==> src/rtl/vga_timing_out.sv <==
// 640x480@60 VGA raster generator: pixel-tick divider, h/v counters and registered RGB/HS/VS pins.
// Optional build macro VGA_TEST_PATTERN_EN replaces the renderer colour with an 8-bar test pattern.
module vga_timing_out #(
  parameter int CLK_DIV  = 4,
  parameter int H_ACTIVE = 640,
  parameter int H_FP     = 16,
  parameter int H_SYNC   = 96,
  parameter int H_BP     = 48,
  parameter int V_ACTIVE = 480,
  parameter int V_FP     = 10,
  parameter int V_SYNC   = 2,
  parameter int V_BP     = 33
) (
  input  logic       CLK100MHZ,
  input  logic       reset,
  input  logic       enable,
  input  logic [3:0] pix_r,
  input  logic [3:0] pix_g,
  input  logic [3:0] pix_b,
  output logic [9:0] hcount,
  output logic [9:0] vcount,
  output logic       pix_tick,
  output logic       frame_start,
  output logic [3:0] VGA_R,
  output logic [3:0] VGA_G,
  output logic [3:0] VGA_B,
  output logic       VGA_HS,
  output logic       VGA_VS
);

  localparam int H_TOTAL = H_ACTIVE + H_FP + H_SYNC + H_BP;
  localparam int V_TOTAL = V_ACTIVE + V_FP + V_SYNC + V_BP;
  localparam int DIV_W   = (CLK_DIV > 1) ? $clog2(CLK_DIV) : 1;

  localparam logic [DIV_W-1:0] DIV_LAST = DIV_W'(CLK_DIV - 1);
  localparam logic [9:0] H_LAST   = 10'(H_TOTAL - 1);
  localparam logic [9:0] V_LAST   = 10'(V_TOTAL - 1);
  localparam logic [9:0] H_ACT    = 10'(H_ACTIVE);
  localparam logic [9:0] V_ACT    = 10'(V_ACTIVE);
  localparam logic [9:0] HS_FIRST = 10'(H_ACTIVE + H_FP);
  localparam logic [9:0] HS_LAST  = 10'(H_ACTIVE + H_FP + H_SYNC - 1);
  localparam logic [9:0] VS_FIRST = 10'(V_ACTIVE + V_FP);
  localparam logic [9:0] VS_LAST  = 10'(V_ACTIVE + V_FP + V_SYNC - 1);

  if (H_TOTAL > 1024 || V_TOTAL > 1024) begin : g_size_err
    $error("vga_timing_out: H_TOTAL/V_TOTAL do not fit the 10-bit counters");
  end

  logic [DIV_W-1:0] div_q, div_d;
  logic [9:0]       hcount_q, hcount_d;
  logic [9:0]       vcount_q, vcount_d;
  logic [3:0]       r_q, r_d, g_q, g_d, b_q, b_d;
  logic             hs_q, hs_d, vs_q, vs_d;
  logic             tick;
  logic             in_active;
  logic [3:0]       col_r, col_g, col_b;

`ifdef VGA_TEST_PATTERN_EN
  localparam logic [9:0] BAR_W = 10'(H_ACTIVE / 8);
  logic [9:0] bar_full;
  logic [2:0] bar;
  logic       unused_pix;

  assign bar_full   = hcount_q / BAR_W;
  assign bar        = bar_full[2:0];
  assign col_r      = {4{bar[2]}};
  assign col_g      = {4{bar[1]}};
  assign col_b      = {4{bar[0]}};
  assign unused_pix = ^{pix_r, pix_g, pix_b, bar_full[9:3]};
`else
  assign col_r = pix_r;
  assign col_g = pix_g;
  assign col_b = pix_b;
`endif

  // A tick is never reported while reset is held, even though reset only clears state.
  assign tick      = enable && !reset && (div_q == DIV_LAST);
  assign in_active = (hcount_q < H_ACT) && (vcount_q < V_ACT);

  always_comb begin
    div_d    = div_q;
    hcount_d = hcount_q;
    vcount_d = vcount_q;
    r_d      = r_q;
    g_d      = g_q;
    b_d      = b_q;
    hs_d     = hs_q;
    vs_d     = vs_q;
    if (enable) begin
      div_d = (div_q == DIV_LAST) ? '0 : div_q + 1'b1;
    end
    if (tick) begin
      // Pins take the values of the pixel being left, so sync and colour stay aligned.
      hs_d = !((hcount_q >= HS_FIRST) && (hcount_q <= HS_LAST));
      vs_d = !((vcount_q >= VS_FIRST) && (vcount_q <= VS_LAST));
      r_d  = in_active ? col_r : 4'h0;
      g_d  = in_active ? col_g : 4'h0;
      b_d  = in_active ? col_b : 4'h0;
      if (hcount_q == H_LAST) begin
        hcount_d = '0;
        vcount_d = (vcount_q == V_LAST) ? '0 : vcount_q + 1'b1;
      end else begin
        hcount_d = hcount_q + 1'b1;
      end
    end
  end

  always_ff @(posedge CLK100MHZ or posedge reset) begin
    if (reset) begin
      div_q    <= '0;
      hcount_q <= '0;
      vcount_q <= '0;
      r_q      <= '0;
      g_q      <= '0;
      b_q      <= '0;
      hs_q     <= 1'b1;
      vs_q     <= 1'b1;
    end else begin
      div_q    <= div_d;
      hcount_q <= hcount_d;
      vcount_q <= vcount_d;
      r_q      <= r_d;
      g_q      <= g_d;
      b_q      <= b_d;
      hs_q     <= hs_d;
      vs_q     <= vs_d;
    end
  end

  assign hcount      = hcount_q;
  assign vcount      = vcount_q;
  assign pix_tick    = tick;
  assign frame_start = tick && (hcount_q == '0) && (vcount_q == '0);
  assign VGA_R       = r_q;
  assign VGA_G       = g_q;
  assign VGA_B       = b_q;
  assign VGA_HS      = hs_q;
  assign VGA_VS      = vs_q;

endmodule

==> config.mk <==
export PLATFORM = sky130hd
export DESIGN_NAME = vga_timing_out
export DESIGN_NICKNAME = d
export VERILOG_FILES = /design/src/rtl/vga_timing_out.sv
export SDC_FILE = /design/constraint.sdc
export NUM_CORES = 1
export LEC_CHECK = 0
export ABC_CLOCK_PERIOD_IN_PS = 3700
export BUFFER_PORTS_ARGS = -buffer_cell sky130_fd_sc_hd__buf_2
export CAP_MARGIN = 20
export CORE_MARGIN = 5
export CORE_UTILIZATION = 55
export CTS_CLUSTER_SIZE = 24
export DETAILED_ROUTE_END_ITERATION = 10
export PLACE_DENSITY_LB_ADDON = 0.25
export SLEW_MARGIN = 40
export SYNTH_ARGS = -nofsm -noshare
export SYNTH_HDL_FRONTEND = slang
export SYNTH_SLANG_ARGS = --single-unit
==> constraint.sdc <==
create_clock -name CLK100MHZ -period 3.7 [get_ports CLK100MHZ]
set_input_delay 0.37 -clock CLK100MHZ [delete_from_list [all_inputs] [get_ports CLK100MHZ]]
set_output_delay 0.37 -clock CLK100MHZ [all_outputs]
set_load 0.1 [all_outputs]
# ---- Word-level counts from Yosys, hierarchy flattened
# Cells that the tools add are included.
# W data, S select, Z words.
dict set report op_classes {
  muxes 6
  magnitude_cmp 6
  n_eq_ne 3
  n_addsub 3
  n_reduce_logical 13
}
# operator count
set op_table {}
lappend op_table {{$add A10 B1 Y10 const B} 2}
lappend op_table {{$eq A10 B10 Y1 const B} 2}
lappend op_table {{$logic_not A10 Y1} 2}
lappend op_table {{$mux W10} 2}
lappend op_table {{$mux W4} 3}
lappend op_table {{$ge A10 B10 Y1 const B} 1}
lappend op_table {{$ge A10 B9 Y1 const B} 1}
lappend op_table {{$le A10 B10 Y1 const B} 1}
lappend op_table {{$le A10 B9 Y1 const B} 1}
lappend op_table {{$lt A10 B10 Y1 const B} 1}
lappend op_table {{$lt A10 B9 Y1 const B} 1}
lappend op_table {{$logic_and A1 B1 Y1} 7}
lappend op_table {{$logic_not A1 Y1} 3}
lappend op_table {{$add A2 B1 Y2 const B} 1}
lappend op_table {{$eq A2 B2 Y1 const B} 1}
lappend op_table {{$mux W2} 1}
lappend op_table {{$reduce_and A2 Y1} 1}
dict set report word_totals {
  elab_cells 39
  out_inout_bits 36
  register_bits 36
}

# ---- Logic depth before layout (Yosys ltp)
dict set report logic_depth {
  ltp_word 5
  mapped_depth 7
}

# ---- Least setup slack after synthesis
# OpenSTA, ideal clock, no wires.
dict set report synth_timing {
  path_kind {register to output}
  start {register hcount_q[5], in the netlist hcount[5]}
  end {output frame_start}
  arrival_ps 2810
  t_required_ps 3330
  setup_slack_ps 520
  stages_incl_launch_ff 6
  path_cell_list {dfrtp_1 or2_1 buf_6 nor3_1 nand4_1 nor2_1}
}
dict set report synth_via {
  elab_chain_cells 3
}
# item line_no
set synth_rtl {}
lappend synth_rtl {{start: declaration} 50} ;# logic [9:0] hcount_q, hcount_d;
lappend synth_rtl {{start signal: assignment} 120} ;# hcount_q <= hcount_d;
lappend synth_rtl {{$logic_not A10 Y1} 133} ;# assign frame_start = tick && (hcount_q == '0) && (vcount_q == '0);
lappend synth_rtl {{$logic_and A1 B1 Y1 (2 in a row)} 133}
lappend synth_rtl {{end: declaration} 23} ;# output logic frame_start,
# Every way passes these cells.

# ---- Final worst setup path
dict set report layout_timing {
  start {input reset}
  end {output frame_start}
}
dict set report layout_via {
  elab_chain_cells 5
}
# item line_no
set layout_rtl {}
lappend layout_rtl {{start: declaration} 15} ;# input logic reset,
lappend layout_rtl {{$logic_not A1 Y1 (no source line)} n/a}
lappend layout_rtl {{$logic_and A1 B1 Y1 (2 in a row)} 77} ;# assign tick = enable && !reset && (div_q == DIV_LAST);
lappend layout_rtl {{$logic_and A1 B1 Y1 (2 in a row)} 133}
# Every way passes these cells.

==> results.txt <==
Seq/Total Area, Yosys - 51.8%
leakage power - 1.04 nW
fin. max-slew vios - 0
DP HPWL - 2780 um
Min Hold Slack - 0.234 ns
crit end category - primary output
CP Launch Type - input port
worst-path cell with the longest stage delay - dlygate4sd3_1
TritonCTS Sinks - 36
worst hold start - pix_r[2]
hold path endpoint - VGA_R[2]
ANT nets after route - 0
Clock Tree Buf Depth - 2
Iter 0 DRT Violations - 140
worst-path maximum fanout - 16
met1 Usage GRT - 23.6%
pwr dens - 829 nW/um^2
CP peak stage delay - 0.52 ns
cell row count - 20
largest cells by area after synthesis - dfrtp_1 (49%), a22o_1 (6.5%), nand3_1 (4.0%)
endpoints failing setup - 0
TritonCTS Buffers - 5
worst vdd ir - 613 uV
Final WS setup - 0.872 ns
flops & latches, synth - 36
Fmax - 354 MHz
Clock Skews - 0.00642 ns
post-DR wirelength/cell - 14.5 um
area leader, netlist - dfrtp_1
Reg clk slew, reported paths - 0.11 ns
average cell area after synthesis - 10.6 um^2
DR pass1 iterations - 4
nets - 237
Synth top area share - 48.8%
Placed Instance Area - 2010 um^2
asr flop ratio synth - 100%
most frequent cells in the layout - buf_2 (50), dfrtp_1 (34), nand3_1 (14)
Buf/Inv on CP - 5
PortBufs - 50
Slew HR - 61.2%
commonest non-fill, non-tap cell in the layout - buf_2
Reg2Reg Launch Point - hcount[7]
post-layout util - 68.7%
status - finished clean
Post-Route Setup TNS - 0 ns
synthesized area - 1740 um^2
Most Crowded Layer GR - met2
post-route cell area - 2100 um^2
remaining global-route overflow - 0
first-pass GRT wire length - 6280 um
CTS tree - done
Die ar. - 4400 um^2
Core ar. - 3050 um^2
CP cell instances - dlygate4sd3_1 -> buf_2 -> nand3b_1 -> buf_4 -> clkinv_1 -> nand4_1 -> nor2_1 -> buf_2
period utilisation layout - 76.4%
CP delay by family, top - buffers and inverters
total track usage - 18.7%
R2R Path End - vcount[3]
Die Y - 66.3 um
share of cells above drive strength 1 - 29.8%
library cell appearing most often on the critical path - buf_2
met3 usage - 6.80%
DRT Wirelength - 3800 um
Initial Util - 57.1%
RSZ-0062 raised after global routing - no
WS Path Type - in2out
Post-Syn Nets - 185
# diodes - 0
Die X-Extent - 66.3 um
max_cap viols - 0
via count - 1494
vias per cell - 5.70
io pins - 51
fill count - 249
H-tree depth - 2
DRC Markers - 0
GR met2 Demand/Resource - 29.5%
root buf cell - clkbuf_4
largest net degree at the start of global routing - 35
reg2reg setup slack - 1.54 ns
antenna violations before repair - 0
Ys Warns - 0
RePlAce Congestion - 0.934
WHS Path Cells - 2
worst path required time - 3.33 ns
Synth cell types - 39
Final Hold Viols - 0
path depth of the worst reg2reg path - 4
min Tclk post-route - 2.83 ns
pre-CTS WS - 1.09 ns
count of flip-flops with a built-in enable after synthesis - 0
crit path DAT - 2.46 ns
HP Class - in2reg
Area Overhead vs Synth - 20.2%
Most used DFF post-synth - dfrtp_1
Mapped Cells - 165
number of global-route vias before repair - 1393
Worst-Margin Slew - 0.577 ns
Worst-Skew Late Latency - 0.34 ns
stage by stage:
stage / cells / power, mW
6_report: 262 / 1.74
5_1_grt: 262 / 1.81
4_1_cts: 261 / 1.75
3_5_place_dp: 252 / 1.53
3_3_place_gp: 252 / 1.51
2_1_floorplan: 165 / 1.38
cell type report:
cell class | count | area [um^2] | area share, %
sequential | 36 | 903 | 43.1
tap | 44 | 55.1 | 2.63
clock inverter | 1 | 7.51 | 0.358
multi-input combinational | 115 | 778 | 37.1
clock buffer | 7 | 55.1 | 2.63
timing repair buffer | 53 | 275 | 13.1
inverter | 6 | 22.5 | 1.07
cells in the mapped netlist, types with 2 or more instances:
cell type   n
nand4b_1    2
nand3b_1    2
a21oi_1     2
inv_1       5
mux2i_1     2
nand2_1    11
o21ai_0     8
nand3_1    14
nor3_1      4
a22o_1     13
xor2_1      4
nand2b_1    2
ha_1        5
xnor2_1     5
and4_1      3
dfrtp_1    34
o21ai_1     2
dfstp_2     2
and3_1      4
nand4_1     8
nor2_1      9
a31oi_1     2
nor4_1      2
clkbuf_1    5
metal layers:
metal | up-vias | wire length [um]
met5 | - | 0
met4 | 0 | 63
met3 | 8 | 322
met2 | 68 | 1720
met1 | 708 | 1690
li1 | 710 | -
repair_timing:
| action | 4_1_cts | 5_1_grt |
|---|---|---|
| gates resized for setup | 0 | 0 |
| endpoints found under the hold margin | 2 | 0 |
| hold buffers | 1 | 0 |
| setup buffers | 0 | 0 |
report_power, final:
part	internal [mW]	switching, mW
clock network	0.0930	0.127
registers	0.499	0.0727
logic	0.156	0.790
total	0.748	0.990
logic make-up (layout without fill, tap and decap cells):
| kind of cell | after synthesis | count (layout) | share of synthesized area (%) |
|---|---|---|---|
| xor gates and xnor gates | 9 | 9 | 4.52 |
| adders and majority gates | 5 | 5 | 3.59 |
| DFF | 36 | 36 | 51.8 |
| buffers and inverters | 14 | 67 | 3.73 |
| muxes | 3 | 3 | 1.79 |
| and+or+nand+nor | 68 | 68 | 22.5 |
| AOI/OAI and AO/OA | 30 | 30 | 12.1 |
how the worst max path moves through the flow:
| stage | endpoint | slack [ns] | cells past startpoint | start |
|---|---|---|---|---|
| 2_1_floorplan | frame_start | 0.52 | 5 | hcount[5] |
| 3_3_place_gp | frame_start | 1.16 | 6 | reset |
| 3_5_place_dp | frame_start | 1.09 | 6 | div_q[0] |
| 4_1_cts | frame_start | 0.57 | 7 | reset |
| 5_1_grt | frame_start | 0.78 | 8 | reset |
| 6_report | frame_start | 0.87 | 8 | reset |
registers in the layout (all words and copies together), names as in the netlist:
register / flops
div_q: 2
VGA_VS: 1
VGA_HS: 1
VGA_B: 4
vcount: 10
hcount: 10
VGA_G: 4
VGA_R: 4
No activity file was read; power rests on OpenSTA's default activity.
